==> config.mk <==
export PLATFORM = sky130hd
export DESIGN_NAME = branch_resolve
export DESIGN_NICKNAME = d
export VERILOG_FILES = /design/src/rtl/bp_pkg.sv /design/src/rtl/pred_fifo.sv /design/src/rtl/branch_resolve.sv
export SDC_FILE = /design/constraint.sdc
export NUM_CORES = 1
export LEC_CHECK = 0
export BUFFER_PORTS_ARGS = -buffer_cell sky130_fd_sc_hd__buf_2
export CAP_MARGIN = 10
export CORE_AREA = 2 2 207 158
export CTS_CLUSTER_DIAMETER = 80
export DETAILED_ROUTE_END_ITERATION = 7
export DIE_AREA = 0 0 209 160
export GPL_ROUTABILITY_DRIVEN = 0
export PLACE_DENSITY_LB_ADDON = 0.05
export SLEW_MARGIN = 20
export SYNTH_ARGS = -nofsm -noshare
export SYNTH_HDL_FRONTEND = slang
export SYNTH_SLANG_ARGS = --single-unit
==> constraint.sdc <==
create_clock -name clk -period 5.9 [get_ports clk]
set_input_delay 1.18 -clock clk [delete_from_list [all_inputs] [get_ports clk]]
set_output_delay 1.18 -clock clk [all_outputs]
set_load 0.01 [all_outputs]
==> src/rtl/bp_pkg.sv <==
// Shared types for branch resolution: queued prediction record and resolver FSM states.
package bp_pkg;

    localparam logic [6:0] BR_OPCODE = 7'b1100011;

    typedef struct packed {
        logic [31:0] pc;
        logic        taken;
        logic [31:0] target;
        logic        sel;
    } pred_entry_t;

    typedef enum logic {
        RUN   = 1'b0,
        FLUSH = 1'b1
    } br_state_e;

endpackage

==> src/rtl/pred_fifo.sv <==
// In-flight prediction queue: DEPTH-entry FIFO with synchronous clear, head visible combinationally.
// Latency 1 cycle push-to-head; the caller must only push while not full, or while also popping.
module pred_fifo
    import bp_pkg::*;
#(
    parameter int DEPTH = 4,
    localparam int AW   = $clog2(DEPTH)
) (
    input  logic        clk,
    input  logic        rst_n,
    input  logic        i_clr,
    input  logic        i_push,
    input  logic        i_pop,
    input  pred_entry_t i_wdat,
    output pred_entry_t o_rdat,
    output logic        o_full,
    output logic        o_empty,
    output logic [AW:0] o_count
);

    pred_entry_t   r_mem [DEPTH];
    logic [AW-1:0] r_wptr;
    logic [AW-1:0] r_rptr;
    logic [AW:0]   r_count;

    // Pointers wrap naturally because DEPTH is a power of two.
    always_ff @(posedge clk or negedge rst_n) begin
        if (!rst_n) begin
            r_wptr  <= '0;
            r_rptr  <= '0;
            r_count <= '0;
        end else if (i_clr) begin
            r_wptr  <= '0;
            r_rptr  <= '0;
            r_count <= '0;
        end else begin
            if (i_push) r_wptr <= r_wptr + 1'b1;
            if (i_pop)  r_rptr <= r_rptr + 1'b1;
            r_count <= r_count + (AW+1)'(i_push) - (AW+1)'(i_pop);
        end
    end

    always_ff @(posedge clk) begin
        if (i_push && !i_clr) r_mem[r_wptr] <= i_wdat;
    end

    assign o_rdat  = r_mem[r_rptr];
    assign o_full  = (r_count == (AW+1)'(DEPTH));
    assign o_empty = (r_count == '0);
    assign o_count = r_count;

endmodule

==> src/rtl/branch_resolve.sv <==
// Resolves queued IF predictions against EX outcomes; drives predictor update, flush and redirect.
// Update/redirect 1 cycle after ex_valid; pred_ready is registered and drops while full or flushing.
module branch_resolve
    import bp_pkg::*;
#(
    parameter int DEPTH        = 4,
    parameter int FLUSH_CYCLES = 2
) (
    input  logic        clk,
    input  logic        rst_n,
    input  logic        pred_valid,
    output logic        pred_ready,
    input  logic [31:0] pred_pc,
    input  logic        pred_taken,
    input  logic [31:0] pred_target,
    input  logic        pred_sel,
    input  logic        ex_valid,
    input  logic [31:0] ex_pc,
    input  logic        ex_taken,
    input  logic [31:0] ex_target,
    output logic        upd_valid,
    output logic        upd_taken,
    output logic        upd_correct,
    output logic        upd_sel,
    output logic [31:0] upd_pc,
    output logic        flush,
    output logic        redirect_valid,
    output logic [31:0] redirect_pc,
    output logic        seq_error,
    output logic [31:0] br_count,
    output logic [31:0] mis_count
);

    localparam int AW  = $clog2(DEPTH);
    localparam int FCW = $clog2(FLUSH_CYCLES + 1);

    pred_entry_t    w_wdat;
    pred_entry_t    w_head;
    logic           w_full;
    logic           w_empty;
    logic [AW:0]    w_count;
    logic [AW:0]    w_cnt_nxt;

    br_state_e      r_state;
    br_state_e      w_state_nxt;
    logic [FCW-1:0] r_fcnt;
    logic [FCW-1:0] w_fcnt_nxt;

    logic           w_run;
    logic           w_resolve;
    logic           w_head_ok;
    logic           w_correct;
    logic           w_mispred;
    logic           w_push;
    logic           w_pop;
    logic [31:0]    w_br_nxt;
    logic [31:0]    w_mis_nxt;

    logic           r_ready;
    logic           r_upd_valid;
    logic           r_upd_taken;
    logic           r_upd_correct;
    logic           r_upd_sel;
    logic [31:0]    r_upd_pc;
    logic           r_redir_valid;
    logic [31:0]    r_redir_pc;
    logic           r_seq_error;
    logic [31:0]    r_br_count;
    logic [31:0]    r_mis_count;

    assign w_wdat = '{pc: pred_pc, taken: pred_taken, target: pred_target, sel: pred_sel};

    pred_fifo #(.DEPTH(DEPTH)) u_fifo (
        .clk     (clk),
        .rst_n   (rst_n),
        .i_clr   (w_mispred),
        .i_push  (w_push),
        .i_pop   (w_pop),
        .i_wdat  (w_wdat),
        .o_rdat  (w_head),
        .o_full  (w_full),
        .o_empty (w_empty),
        .o_count (w_count)
    );

    // A push into a full queue is accepted when the head pops the same cycle, keeping it full.
    always_comb begin
        w_run     = (r_state == RUN);
        w_resolve = ex_valid && w_run;
        w_head_ok = !w_empty && (w_head.pc == ex_pc);
        w_correct = w_head_ok && (w_head.taken == ex_taken) &&
                    (!ex_taken || (w_head.target == ex_target));
        w_mispred = w_resolve && !w_correct;
        w_pop     = w_resolve && !w_empty && !w_mispred;
        w_push    = pred_valid && w_run && !w_mispred && (!w_full || w_pop);
        w_cnt_nxt = w_mispred ? '0 : (w_count + (AW+1)'(w_push) - (AW+1)'(w_pop));
        w_br_nxt  = (w_resolve && (r_br_count != '1)) ? r_br_count + 32'd1 : r_br_count;
        w_mis_nxt = (w_mispred && (r_mis_count != '1)) ? r_mis_count + 32'd1 : r_mis_count;
    end

    always_comb begin
        w_state_nxt = r_state;
        w_fcnt_nxt  = r_fcnt;
        case (r_state)
            RUN: begin
                if (w_mispred) begin
                    w_state_nxt = FLUSH;
                    w_fcnt_nxt  = '0;
                end
            end
            FLUSH: begin
                if (r_fcnt == FCW'(FLUSH_CYCLES - 1)) w_state_nxt = RUN;
                else                                  w_fcnt_nxt  = r_fcnt + 1'b1;
            end
            default: w_state_nxt = RUN;
        endcase
    end

    always_ff @(posedge clk or negedge rst_n) begin
        if (!rst_n) begin
            r_state       <= RUN;
            r_fcnt        <= '0;
            r_ready       <= 1'b0;
            r_upd_valid   <= 1'b0;
            r_upd_taken   <= 1'b0;
            r_upd_correct <= 1'b0;
            r_upd_sel     <= 1'b0;
            r_upd_pc      <= '0;
            r_redir_valid <= 1'b0;
            r_redir_pc    <= '0;
            r_seq_error   <= 1'b0;
            r_br_count    <= '0;
            r_mis_count   <= '0;
        end else begin
            r_state       <= w_state_nxt;
            r_fcnt        <= w_fcnt_nxt;
            r_ready       <= (w_state_nxt == RUN) && (w_cnt_nxt != (AW+1)'(DEPTH));
            r_upd_valid   <= w_resolve;
            r_redir_valid <= w_mispred;
            r_br_count    <= w_br_nxt;
            r_mis_count   <= w_mis_nxt;
            if (w_resolve) begin
                r_upd_taken   <= ex_taken;
                r_upd_correct <= w_correct;
                r_upd_sel     <= w_head_ok ? w_head.sel : 1'b0;
                r_upd_pc      <= ex_pc;
                if (!w_head_ok) r_seq_error <= 1'b1;
            end
            if (w_mispred) r_redir_pc <= ex_taken ? ex_target : ex_pc + 32'd4;
        end
    end

    assign pred_ready     = r_ready;
    assign flush          = (r_state == FLUSH);
    assign upd_valid      = r_upd_valid;
    assign upd_taken      = r_upd_taken;
    assign upd_correct    = r_upd_correct;
    assign upd_sel        = r_upd_sel;
    assign upd_pc         = r_upd_pc;
    assign redirect_valid = r_redir_valid;
    assign redirect_pc    = r_redir_pc;
    assign seq_error      = r_seq_error;
    assign br_count       = r_br_count;
    assign mis_count      = r_mis_count;

endmodule

After elaboration in Yosys (flattened, before gate mapping)
Memory sizes are Yosys's and may differ from the RTL's.
Index checks and enable logic that the tools add are counted.
- input bits: 135
- register bits after elaboration: 145
- RAM bits: 264
- output and inout port bits: 136
- memories kept: 1
- word-level logic and storage cells: 79
- bitwise operators: 3
- eq/ne operators: 10
- reduce and logical (&&, ||, !) cells: 26
- $add $sub $neg: 8
- muxes and demuxes: 15
- memory list (memory ; depth ; width ; rd ports ; clocked after Yosys merged registers in ; wr ports ; line ; source):
    u_fifo.r_mem ; 4 ; 66 ; 1 ; 0 ; 1 ; pred_fifo.sv:21 ; pred_entry_t r_mem [DEPTH];
- operators by type and width (kind ; count):
    adder 32 x 1 -> 32 bit (second input constant) ; 2
    equality test 32 bit ; 2
    inequality test 32 bit (second input constant) ; 2
    adder 32 x 3 -> 32 bit (second input constant) ; 1
    2-to-1 mux 32 bit ; 1
    logical AND 1 bit ; 14
    2-to-1 mux 2 bit ; 6
    adder 2 x 1 -> 2 bit (second input constant) ; 3
    zero test 1 bit ; 5
    2-to-1 mux 1 bit ; 5
    case mux 2 bit (2 select lines) ; 1
    AND reduction 2 bit ; 2
    nonzero test 2 bit ; 2
    adder 3 x 1 -> 3 bit ; 1
    equality test 3 bit (second input constant) ; 1
    zero test 3 bit ; 1
    2-to-1 mux 3 bit ; 1
    inequality test 3 bit (second input constant) ; 1
    NOT 1 bit ; 3
    subtractor 3 x 1 -> 3 bit ; 1
    equality test 2 x 1 -> 1 bit (second input constant) ; 1
    logical OR 1 bit ; 2
    inequality test 2 x 1 -> 1 bit (second input constant) ; 1
    inequality test 2 bit (second input constant) ; 1
    2 further kinds ; 2

Logic depth before layout (Yosys ltp)
Gate-level depths: netlist of run 1.
- word-level depth: 16
- mapped depth: 23
- gate-level depth less buffers: 18

Cells and area by module
Synthesis of run 1 repeated with hierarchy kept, for this count alone.
- cells, all modules: 1159
- area total of the unflattened synthesis: 17489.3 µm²
- by module, submodules not included (module ; instances ; sequential area each (µm²) ; cells an instance ; area an instance (µm²)):
    pred_fifo ; 1 ; 8102.8 ; 385 ; 9969.6
    branch_resolve ; 1 ; 3453.3 ; 774 ; 7519.7

Least setup slack after synthesis of run 1
No wires, ideal clock.
- path type: input -> register
- start: input ex_pc[17]
- end: memory u_fifo.r_mem[0][0] in the netlist's numbering (enable)
- stages on the path: 9
- path buffers: 2
- data arrival time: 4.456 ns
- required time: 5.469 ns
- setup slack: 1.013 ns
- setup time: 0.431 ns
- cells stage by stage: clkbuf_1 > a221oi_1 > o21ai_0 > a2111oi_1 > o2111ai_1 > a211o_1 > nand2_2 > buf_2 > and3_1
- longest elaborated chain between the ends: 13
- elaborated cells on any way between the ends: 14
- those cells by class: 1 x eq/ne; 2 x mux; 11 x reduce/logical
- RTL lines (what ; line ; source):
    start, declared ; branch_resolve.sv:18 ; input logic [31:0] ex_pc,
    equality test 32 bit * ; branch_resolve.sv:90 ; w_head_ok = !w_empty && (w_head.pc == ex_pc);
    logical AND 1 bit * ; branch_resolve.sv:90 ;
    logical AND 1 bit * (2 in series) ; branch_resolve.sv:91 ; w_correct = w_head_ok && (w_head.taken == ex_taken) &&
    zero test 1 bit * ; branch_resolve.sv:93 ; w_mispred = w_resolve && !w_correct;
    logical AND 1 bit * ; branch_resolve.sv:93 ;
    zero test 1 bit * ; pred_fifo.sv:44, branch_resolve.sv:94, branch_resolve.sv:95 ;
    logical AND 1 bit ; branch_resolve.sv:94 ; w_pop = w_resolve && !w_empty && !w_mispred;
    logical OR 1 bit ; branch_resolve.sv:95 ; w_push = pred_valid && w_run && !w_mispred && (!w_full || w_pop);
    logical AND 1 bit ; branch_resolve.sv:95 ;
    logical AND 1 bit * ; pred_fifo.sv:44 ; if (i_push && !i_clr) r_mem[r_wptr] <= i_wdat;
    2-to-1 mux 1 bit * ; pred_fifo.sv:44 ;
    2-to-1 mux 1 bit (implied by the code) * ; pred_fifo.sv:44 ;
    end, declared ; pred_fifo.sv:21 ;
Mark *: on every way between the ends. The rest lies on a longest branch, timed or not.

Final worst setup path of run 1
- start: register u_fifo.r_rptr[0]
- end: register r_ready, in the netlist pred_ready
- longest elaborated chain between the ends: 16
- elaborated cells on any way between the ends: 23
- those cells by class: 2 x add/sub; 4 x eq/ne; 3 x mux; 1 x bitwise; 12 x reduce/logical; 1 x memory
- RTL lines (what ; line ; source):
    start, declared ; pred_fifo.sv:23 ; logic [AW-1:0] r_rptr;
    start signal, assigned ; pred_fifo.sv:38 ; if (i_pop) r_rptr <= r_rptr + 1'b1;
    memory (4 x 66 bit) * ; -- ;
    equality test 32 bit ; branch_resolve.sv:90 ;
    logical AND 1 bit ; branch_resolve.sv:90 ;
    logical AND 1 bit ; branch_resolve.sv:91 ;
    logical AND 1 bit * ; branch_resolve.sv:91 ;
    zero test 1 bit * ; branch_resolve.sv:93 ;
    logical AND 1 bit * ; branch_resolve.sv:93 ;
    zero test 1 bit ; branch_resolve.sv:94, branch_resolve.sv:95 ;
    logical AND 1 bit ; branch_resolve.sv:94 ;
    logical OR 1 bit ; branch_resolve.sv:95 ;
    logical AND 1 bit ; branch_resolve.sv:95 ;
    adder 3 x 1 -> 3 bit ; branch_resolve.sv:96 ; w_cnt_nxt = w_mispred ? '0 : (w_count + (AW+1)'(w_push) - (AW+1)'(w_pop));
    subtractor 3 x 1 -> 3 bit ; branch_resolve.sv:96 ;
    2-to-1 mux 3 bit ; branch_resolve.sv:96 ;
    inequality test 3 bit ; branch_resolve.sv:137 ; r_ready <= (w_state_nxt == RUN) && (w_cnt_nxt != (AW+1)'(DEPTH));
    logical AND 1 bit * ; branch_resolve.sv:137 ;
    end signal, assigned ; branch_resolve.sv:137 ;
    end, declared ; branch_resolve.sv:59 ; logic r_ready;
Marked as above.
A chain may end at the register's enable or synchronous reset.

==> impl_metrics.py, run 1 <==
metrics = {
    "run_status": {
        "status": "finished clean",
    },
    "clock_tree": {
        "htreeDepth": 2,
        "clock_latency_ps": 530,
        "cts_resized": 0,
        "ctsRootBufferMaster": "clkbuf_16",
        "cts_buffer_depth": 3,
        "clock_sinks": 409,
        "cts_hold_buffers": 0,
        "clkSlewWorstSetupHoldPaths_ps": 60,
        "numCtsBuffers": 41,
        "cts_tree": "done",
        "post-cts-setup-buffer-count": 0,
    },
    "global_routing": {
        "grtUsageMet2": 0.406,
        "use_met1": 0.415,
        "track_usage": 0.274,
        "antenna_found_initial": 7,
        "grt_first_pass_wirelength_microns": 68300,
        "grt_max_degree": 67,
        "grt_pass1_vias": 10991,
        "top_usage_layer": "met1",
        "overflow": 0,
        "grt_use_met3": 0.0568,
    },
    "floorplanning": {
        "coreArea_sq_um": 31700,
        "rows": 57,
        "die_x_microns": 209,
        "die-area_sq_um": 33400,
        "die_y_microns": 160,
        "start_util": 0.555,
        "ioPinCount": 271,
    },
    "sta": {
        "drv_slew": 0,
        "rsz0062_at_grt": "no",
        "max-slew-margin-rel": 0.339,
        "period_share": 0.901,
        "tightestPinTransition_ps": 992,
        "fin_skew_ps": 20.2,
        "period_needed_ps": 5320,
        "hold_slack_ps": 467,
        "fmax_mhz": 188,
        "setup_viol": 0,
        "finalSetupTns_ps": 0,
        "hold_violations": 0,
    },
    "finish": {
        "drive_gt1_frac": 0.283,
        "fin_util": 0.653,
        "final_cell_mix": "269 x buf_2, 264 x edfxtp_1, 168 x nand2_1, 143 x dfrtp_1, 94 x xnor2_1",
        "fillers": 2338,
        "ff_latch_area_sq_um": 11600,
        "multi_input_area_sq_um": 5680,
        "layout_commonest_cell": "buf_2",
        "layout.nets": 1651,
        "synthToLayoutAreaGrowth_pct": 17.6,
        "finalInstanceArea_sq_um": 20700,
    },
    "synth": {
        "syn_area_per_cell_sq_um": 14.4,
        "synthMuxAreaShare": 0.110,
        "synth_warnings": 0,
        "synth_edf_count": 264,
        "synthArstFlopShare": 0.355,
        "synth.distinct_cells": 58,
        "synthesis.nets": 1372,
        "synth_seq_area_share": 0.656,
        "synth_top_family_by_area": "multiplexers",
        "synthAdderAreaFrac": 0.00823,
        "syn_area_sq_um": 17600,
        "ys_ff_latch": 409,
        "synth_compound_area_frac": 0.0339,
        "synth-simple-area-share": 0.0969,
        "ys.flop_type": "edfxtp_1",
        "synthXorXnorAreaFrac": 0.0730,
        "syn_inst": 1226,
    },
    "worst_setup_path": {
        "max_stage_delay_ps": 1050,
        "path_common_cell": "inv_1",
        "critical_path_class": "flip-flop to flip-flop",
        "cpLargestDelayFamily": "simple AND/OR/NAND/NOR gates",
        "crit_slowest_cell": "dfrtp_4",
        "critical_path_buf_inv_count": 3,
        "worst_setup_path_start_kind": "flip-flop",
        "critPathMaxFanout": 54,
        "arrival_ps": 5740,
        "cp-end-kind": "flip-flop",
        "worstPathCellList": "mux4_2 -> xnor2_1 -> nand4_1 -> nor4_1 -> o2111ai_1 -> a211o_1 -> nand2_2 -> and2_1 -> inv_1 -> ha_1 -> inv_1 -> ha_1 -> inv_1 -> fa_1 -> xor2_1 -> xnor2_1 -> nor3b_1 -> nor2_1",
        "crit_required_ps": 6320,
    },
    "detailed_routing": {
        "route.detailed.wl_per_inst_microns": 23.2,
        "drt_first_pass_iters": 5,
        "postRouteAntennaNets": 0,
        "wirelength_microns": 45300,
        "drc_errors": 0,
        "dr_total_vias": 11239,
        "vias_per_cell": 5.76,
        "drt_iter0_markers": 1167,
    },
    "run": {
        "cap_viol_max_count": 0,
    },
    "power": {
        "cellPowerDensity_nw_per_um2": 421,
        "max-vdd-ir-drop_mv": 0.246,
        "p_leak_uw": 0.00820,
    },
    "placement": {
        "place_area_sq_um": 19500,
        "post-dp-hpwl_microns": 31600,
        "io_buffer_count": 270,
    },
    "worst_hold_path": {
        "hold_path.class": "flip-flop to flip-flop",
    },
}
[synth_stat cells (14+ instances only)]
master	count	area [sq um]
xnor2_1	94	823
nor4_1	14	87.6
edfxtp_1	264	7930
nand3_1	40	200
clkbuf_1	23	86.3
mux2i_1	49	490
and3_1	25	156
mux2_4	27	405
mux4_2	43	968
nand2_1	168	631
inv_1	27	101
buf_2	14	70.1
xor2_1	53	464
nor2_1	39	146
nand4_1	27	169
dfrtp_1	145	3630
o21ai_0	38	190
[power breakdown]
part           internal [uW]  switching (uW)  total [uW]
sequential              3560             351        3910
combinational           1090            1240        2330
clock                   1460            1030        2490
total                   6100            2620        8730
[layout make-up]
class                      instances  area share
inverter                          28     0.00507
clock buffer                      57      0.0563
timing repair buffer             290      0.0763
clock inverter                    11     0.00477
multi-input combinational        735       0.274
tap                              413      0.0249
sequential                       409       0.558
antenna                            8    0.000965
[tightest hold or removal path: stages, from the launching register on]
cell	delay [ps]
dfrtp_1	340
nand2_1	50
nand2_1	50
[flip-flops by register name (all words and copies together) (netlist names), 2 cells and up]
name and flops:
u_fifo.r_mem 264, u_fifo.r_wptr 2, upd_pc 32, u_fifo.r_rptr 2, r_fcnt 2, u_fifo.o_count 3
br_count 32, mis_count 32, redirect_pc 32
[metal layers]
| layer | wire length (microns) | vias to the layer above |
|---|---|---|
| li1 | - | 5068 |
| met1 | 20700 | 5586 |
| met2 | 19800 | 491 |
| met3 | 3670 | 92 |
| met4 | 1180 | 2 |
| met5 | 16 | - |
[path summary, 6_finish.rpt]
kind,from,slack (ps),end,depth (start not counted)
hold / removal,upd_pc[18]$_DFFE_PN0P_,470,upd_pc[18]$_DFFE_PN0P_,2
setup reg to reg,u_fifo.r_rptr[0]$_DFFE_PN0P_,580,pred_ready$_DFF_PN0_,18
min in group asynchronous,rst_n,640,mis_count[9]$_DFFE_PN0P_,1
setup / recovery,u_fifo.r_rptr[0]$_DFFE_PN0P_,580,pred_ready$_DFF_PN0_,18
max in group asynchronous,rst_n,4220,upd_pc[13]$_DFFE_PN0P_,2
hold reg to reg,upd_pc[18]$_DFFE_PN0P_,470,upd_pc[18]$_DFFE_PN0P_,2
[cell families (layout without fill, tap and decap cells)]
family                     Yosys count  in the layout
and+or+nand+nor                    361            361
muxes                              125            125
DFF                                409            409
AOI/OAI and AO/OA                   91             91
other                                0              8
xor gates and xnor gates           147            147
buffers and inverters               82            386
adders and majority gates           11             11
[per-stage QoR]
step,instances,total power (uW),setup slack (ps)
after floorplan,1226,5450,1010
after global placement,1875,6260,638
after detailed placement,1875,6290,586
after CTS,1943,8790,555
after global routing,1947,9140,160
final,1951,8730,584
Note: power is estimated with default switching activity, not from simulation.
==> run 2: changes to the inputs <==
clock period = 5.5 ns   (was 5.9 ns; I/O delays follow)
==> run 2 against run 1 <==
  * Die area unchanged
  * Clock skew down 3.2 ps
  * Total power up 7.3%
  * Worst setup slack worse by 120 ps
  * Utilization about the same
  * Cell count up 0.15%
  * Register-to-register slack worse by 120 ps
  * Hold slack about the same
  * Non-clock buffer count unchanged
  * Sequential power up 6.1%
  * Critical path type unchanged
  * Critical endpoint unchanged
  * Largest cell class unchanged
  * Largest power group unchanged
  * Highest routed layer unchanged
==> impl_metrics.py, run 2 (synthesis results as in run 1) <==
metrics = {
    "floorplanning": {
        "coreArea_sq_um": 31700,
        "rows": 57,
        "die_x_microns": 209,
        "die-area_sq_um": 33400,
        "start_util": 0.555,
        "ioPinCount": 271,
        "die_y_microns": 160,
    },
    "finish": {
        "layout_commonest_cell": "buf_2",
        "largest_reg_flops": 264,
        "fin_util": 0.653,
        "layout.nets": 1651,
        "regMostFlops": "u_fifo.r_mem",
        "drive_gt1_frac": 0.282,
        "final_cell_mix": "269 x buf_2, 264 x edfxtp_1, 168 x nand2_1, 143 x dfrtp_1, 94 x xnor2_1",
        "synthToLayoutAreaGrowth_pct": 17.6,
    },
    "worst_setup_path": {
        "cp-end-kind": "flip-flop",
        "setup.worst_path.start": "u_fifo.r_rptr[0]$_DFFE_PN0P_",
        "r2r-start": "u_fifo.r_rptr[0]$_DFFE_PN0P_",
        "worst_setup_path_start_kind": "flip-flop",
        "crit_required_ps": 5930,
        "critical_path_class": "flip-flop to flip-flop",
        "critPathMaxFanout": 42,
        "reg2reg_depth": 18,
        "arrival_ps": 5460,
        "r2r-end": "pred_ready$_DFF_PN0_",
        "crit_end": "pred_ready$_DFF_PN0_",
        "r2r_setup_slack_ps": 470,
    },
    "clock_tree": {
        "cts_resized": 0,
        "clock_sinks": 409,
        "clock_latency_ps": 540,
        "clkSlewWorstSetupHoldPaths_ps": 60,
        "htreeDepth": 2,
        "cts_hold_buffers": 0,
        "cts_tree": "done",
        "ctsRootBufferMaster": "clkbuf_16",
        "cts_buffer_depth": 3,
        "numCtsBuffers": 41,
        "post-cts-setup-buffer-count": 0,
    },
    "detailed_routing": {
        "drc_errors": 0,
        "route.detailed.wl_per_inst_microns": 23.3,
        "vias_per_cell": 5.76,
        "dr_total_vias": 11263,
        "drt_iter0_markers": 1062,
        "postRouteAntennaNets": 0,
        "drt_first_pass_iters": 5,
        "wirelength_microns": 45600,
    },
    "global_routing": {
        "grt_max_degree": 67,
        "grt_first_pass_wirelength_microns": 69300,
        "antenna_found_initial": 6,
        "grt_pass1_vias": 11023,
        "overflow": 0,
        "track_usage": 0.278,
    },
    "sta": {
        "finalSetupTns_ps": 0,
        "fmax_mhz": 199,
        "hold_violations": 0,
        "rsz0062_at_grt": "no",
        "period_share": 0.915,
        "fin_skew_ps": 17.0,
        "period_needed_ps": 5030,
        "setup_viol": 0,
        "drv_slew": 0,
        "max-slew-margin-rel": 0.367,
        "tightestPinTransition_ps": 936,
    },
    "worst_hold_path": {
        "hold_path.class": "flip-flop to flip-flop",
        "worstHoldStart": "upd_pc[12]$_DFFE_PN0P_",
    },
    "power": {
        "cellPowerDensity_nw_per_um2": 452,
        "p_leak_uw": 0.00820,
        "max-vdd-ir-drop_mv": 0.278,
    },
    "placement": {
        "post-dp-hpwl_microns": 31700,
        "io_buffer_count": 270,
    },
    "run_status": {
        "status": "finished clean",
    },
    "run": {
        "cap_viol_max_count": 0,
    },
}
run 2: cell types whose count changed in the layout (fill, tap and decap cells not counted):
| cell | previous run | this run |
|---|---|---|
| bufinv_16 | 2 | 0 |
| clkbuf_1 | 9 | 15 |
| clkbuf_16 | 42 | 43 |
| clkinv_2 | 4 | 5 |
| diode_2 | 8 | 4 |
| inv_6 | 0 | 1 |
run 2: worst max-delay path: stages (launching register included):
cell       delay, ps
dfrtp_4          920
mux4_2           600
xnor2_1          190
nand4_1          120
nor4_1           520
o2111ai_1        340
a211o_1          490
nand2_2          130
inv_2             40
nor2_1           140
ha_1             250
inv_1             60
ha_1             130
inv_1             40
fa_1             370
xor2_1           160
xnor2_1          150
nor3b_1          190
nor2_1            60
run 2: stage by stage:
stage | power, uW | hold WS, ps | area (sq um) | setup WS, ps | cells
after floorplan | 5850 | 466 | 17600 | 693 | 1226
after global placement | 6720 | 452 | 19500 | 425 | 1875
after detailed placement | 6760 | 458 | 19500 | 381 | 1875
after CTS | 9420 | 472 | 20700 | 363 | 1950
after global routing | 9820 | 478 | 20700 | 98.9 | 1952
final | 9360 | 468 | 20700 | 468 | 1954
run 2: worst min path at each step:
stage / slack, ps / end / depth (start not counted)
global placement: 450 / upd_pc[12]$_DFFE_PN0P_ / 2
global route: 480 / seq_error$_DFFE_PN0P_ / 1
floorplan: 470 / r_fcnt[0]$_DFFE_PN0P_ / 1
finish: 470 / upd_pc[12]$_DFFE_PN0P_ / 2
detailed placement: 460 / upd_pc[20]$_DFFE_PN0P_ / 2
CTS: 470 / upd_pc[21]$_DFFE_PN0P_ / 2
run 2: final cells by class:
cell class | count | area (sq um)
inverter | 28 | 105
sequential | 409 | 11600
clock inverter | 11 | 52.6
fill | 2389 | 11000
tap | 413 | 517
clock buffer | 64 | 1210
antenna | 4 | 10.0
timing repair buffer | 290 | 1580
multi-input combinational | 735 | 5680
run 2: report_power, final:
group          switching [uW]  total [uW]  internal (uW)  leakage, uW
Combinational            1380        2550           1170      0.00338
Sequential                336        4150           3820      0.00420
Clock                    1140        2660           1520     0.000623
Total                    2860        9360           6500      0.00820
run 2: routing by layer:
layer / vias up / global-route usage / wire (microns)
met5: - / 0 / 14
met4: 2 / 0.0776 / 1090
met3: 73 / 0.0578 / 3630
met2: 478 / 0.412 / 20200
met1: 5634 / 0.422 / 20600
li1: 5076 / - / -
==> run 3: changes to the inputs <==
CORE_AREA = 2 2 218 167   (was 2 2 207 158)
DIE_AREA = 0 0 220 169   (was 0 0 209 160)
clock period = 4.6 ns   (was 5.5 ns; I/O delays follow)
==> run 3 against run 2 <==
  * Critical path depth rose by 2
  * Worst setup slack got worse by 230 ps
  * Die area grew 11%
  * Clock skew grew 3.0 ps
  * Count of clock-buffer cells in the layout is 7 lower
  * Largest cell class unchanged
==> impl_metrics.py, run 3 (synthesis results as in run 1) <==
metrics = {
    "sta": {
        "fin_skew_ps": 20.0,
        "drv_slew": 0,
        "hold_violations": 0,
        "rsz0062_at_grt": "no",
        "fmax_mhz": 229,
        "tightestPinTransition_ps": 857,
        "period_needed_ps": 4360,
        "max-slew-margin-rel": 0.429,
        "setup_viol": 0,
        "period_share": 0.947,
        "finalSetupTns_ps": 0,
    },
    "worst_setup_path": {
        "critPathMaxFanout": 15,
        "arrival_ps": 4780,
        "worst_setup_path_start_kind": "flip-flop",
        "path_common_cell": "inv_1",
        "cp-end-kind": "flip-flop",
        "reg2reg_depth": 20,
        "crit_slowest_cell": "mux4_2",
        "worstPathCellList": "buf_12 -> mux4_2 -> xnor2_1 -> nand4_1 -> nor4_2 -> buf_4 -> o2111ai_1 -> a211o_1 -> nand2_2 -> and2_1 -> inv_1 -> ha_1 -> inv_1 -> ha_1 -> inv_1 -> fa_1 -> xor2_1 -> xnor2_1 -> nor3b_1 -> nor2_1",
        "critical_path_class": "flip-flop to flip-flop",
        "max_stage_delay_ps": 540,
        "crit_required_ps": 5020,
    },
    "worst_hold_path": {
        "hold_path.class": "input pin to asynchronous set/reset pin",
    },
    "clock_tree": {
        "numCtsBuffers": 41,
        "htreeDepth": 2,
        "clock_latency_ps": 550,
        "cts_buffer_depth": 3,
        "clock_sinks": 409,
        "clkSlewWorstSetupHoldPaths_ps": 60,
        "cts_tree": "done",
        "ctsRootBufferMaster": "clkbuf_16",
    },
    "finish": {
        "drive_gt1_frac": 0.304,
        "synthToLayoutAreaGrowth_pct": 20.6,
        "largest_reg_flops": 264,
        "regMostFlops": "u_fifo.r_mem",
        "fillers": 2872,
        "layout_commonest_cell": "buf_2",
        "layout.nets": 1684,
        "multi_input_area_sq_um": 5700,
        "ff_latch_area_sq_um": 11600,
        "final_cell_mix": "269 x buf_2, 264 x edfxtp_1, 168 x nand2_1, 143 x dfrtp_1, 94 x xnor2_1",
    },
    "floorplanning": {
        "start_util": 0.502,
        "die_y_microns": 169,
        "die-area_sq_um": 37200,
        "coreArea_sq_um": 35100,
        "rows": 60,
        "ioPinCount": 271,
        "die_x_microns": 220,
    },
    "detailed_routing": {
        "drt_iter0_markers": 1164,
        "dr_total_vias": 11287,
        "postRouteAntennaNets": 0,
        "drc_errors": 0,
        "wirelength_microns": 47500,
        "route.detailed.wl_per_inst_microns": 23.3,
        "vias_per_cell": 5.54,
        "drt_first_pass_iters": 7,
    },
    "placement": {
        "io_buffer_count": 270,
        "post-dp-hpwl_microns": 34000,
    },
    "global_routing": {
        "antenna_found_initial": 4,
        "grt_max_degree": 88,
        "grt_pass1_vias": 11168,
        "track_usage": 0.257,
        "overflow": 0,
        "grt_first_pass_wirelength_microns": 70400,
    },
    "power": {
        "p_leak_uw": 0.00844,
        "total_power_uw": 11500,
        "cellPowerDensity_nw_per_um2": 542,
        "max-vdd-ir-drop_mv": 0.287,
    },
    "run": {
        "cap_viol_max_count": 0,
    },
    "run_status": {
        "status": "finished clean",
    },
}
[run 3: metrics by stage]
step | hold slack [ps] | std cells | setup slack [ps] | util | area, sq um
floorplan | 466 | 1226 | 401 | - | 17600
global placement | 453 | 1959 | 167 | 0.565 | 19900
detailed placement | 458 | 1959 | 113 | 0.565 | 19900
CTS | 473 | 2034 | 91.0 | 0.604 | 21200
global route | 493 | 2036 | 6.83 | 0.605 | 21300
finish | 469 | 2037 | 242 | 0.605 | 21300
[run 3: final timing paths]
path / startpoint / end / slack (ps)
min in group clk: upd_pc[0]$_DFFE_PN0P_ / upd_pc[0]$_DFFE_PN0P_ / 470
max reg2reg: u_fifo.r_rptr[0]$_DFFE_PN0P_ / pred_ready$_DFF_PN0_ / 240
max: u_fifo.r_rptr[0]$_DFFE_PN0P_ / pred_ready$_DFF_PN0_ / 240
max in group asynchronous: rst_n / br_count[13]$_DFFE_PN0P_ / 3140
min: rst_n / upd_pc[13]$_DFFE_PN0P_ / 470
min reg2reg: upd_pc[0]$_DFFE_PN0P_ / upd_pc[0]$_DFFE_PN0P_ / 470
[run 3: cell type report]
cell class,count,share of cell area
flip-flops and latches,409,0.544
multi-input cells,735,0.268
repair buffers,323,0.0917
clock buffers,57,0.0550
well taps,465,0.0274
clock inverters,18,0.00859
inverters,28,0.00494
diodes,2,0.000235
[run 3: power breakdown]
part | leakage (uW) | switching (uW) | internal, uW
Combinational | 0.00358 | 1770 | 1510
Clock | 0.000664 | 1380 | 1950
Sequential | 0.00420 | 349 | 4570
Total | 0.00844 | 3500 | 8030
[run 3: what timing repair did]
item | 4_1_cts | 5_1_grt
buffers inserted | 0 | 1
resized for setup | 0 | 10
hold buffers | 0 | 0
endpoints found under the hold margin | 0 | 0
endpoints found under the setup margin | 0 | 2
[run 3: worst max-delay path, delay by kind of cell (launching register included)]
kind            cells  cell delay, ps
compound gates      2             550
xor+xnor            3             470
fa+ha+maj           3             750
buf+inv             5             500
flops               1             450
mux                 1             540
simple gates        6             960
[run 3: metal layers]
layer	part of all wire	wire length, microns	GRT usage	up-vias
met4	0.023	1080	0.0677	4
met3	0.070	3320	0.0456	77
li1	-	-	-	5134
met2	0.45	21400	0.388	382
met5	0.00048	23	0	-
met1	0.46	21700	0.388	5690
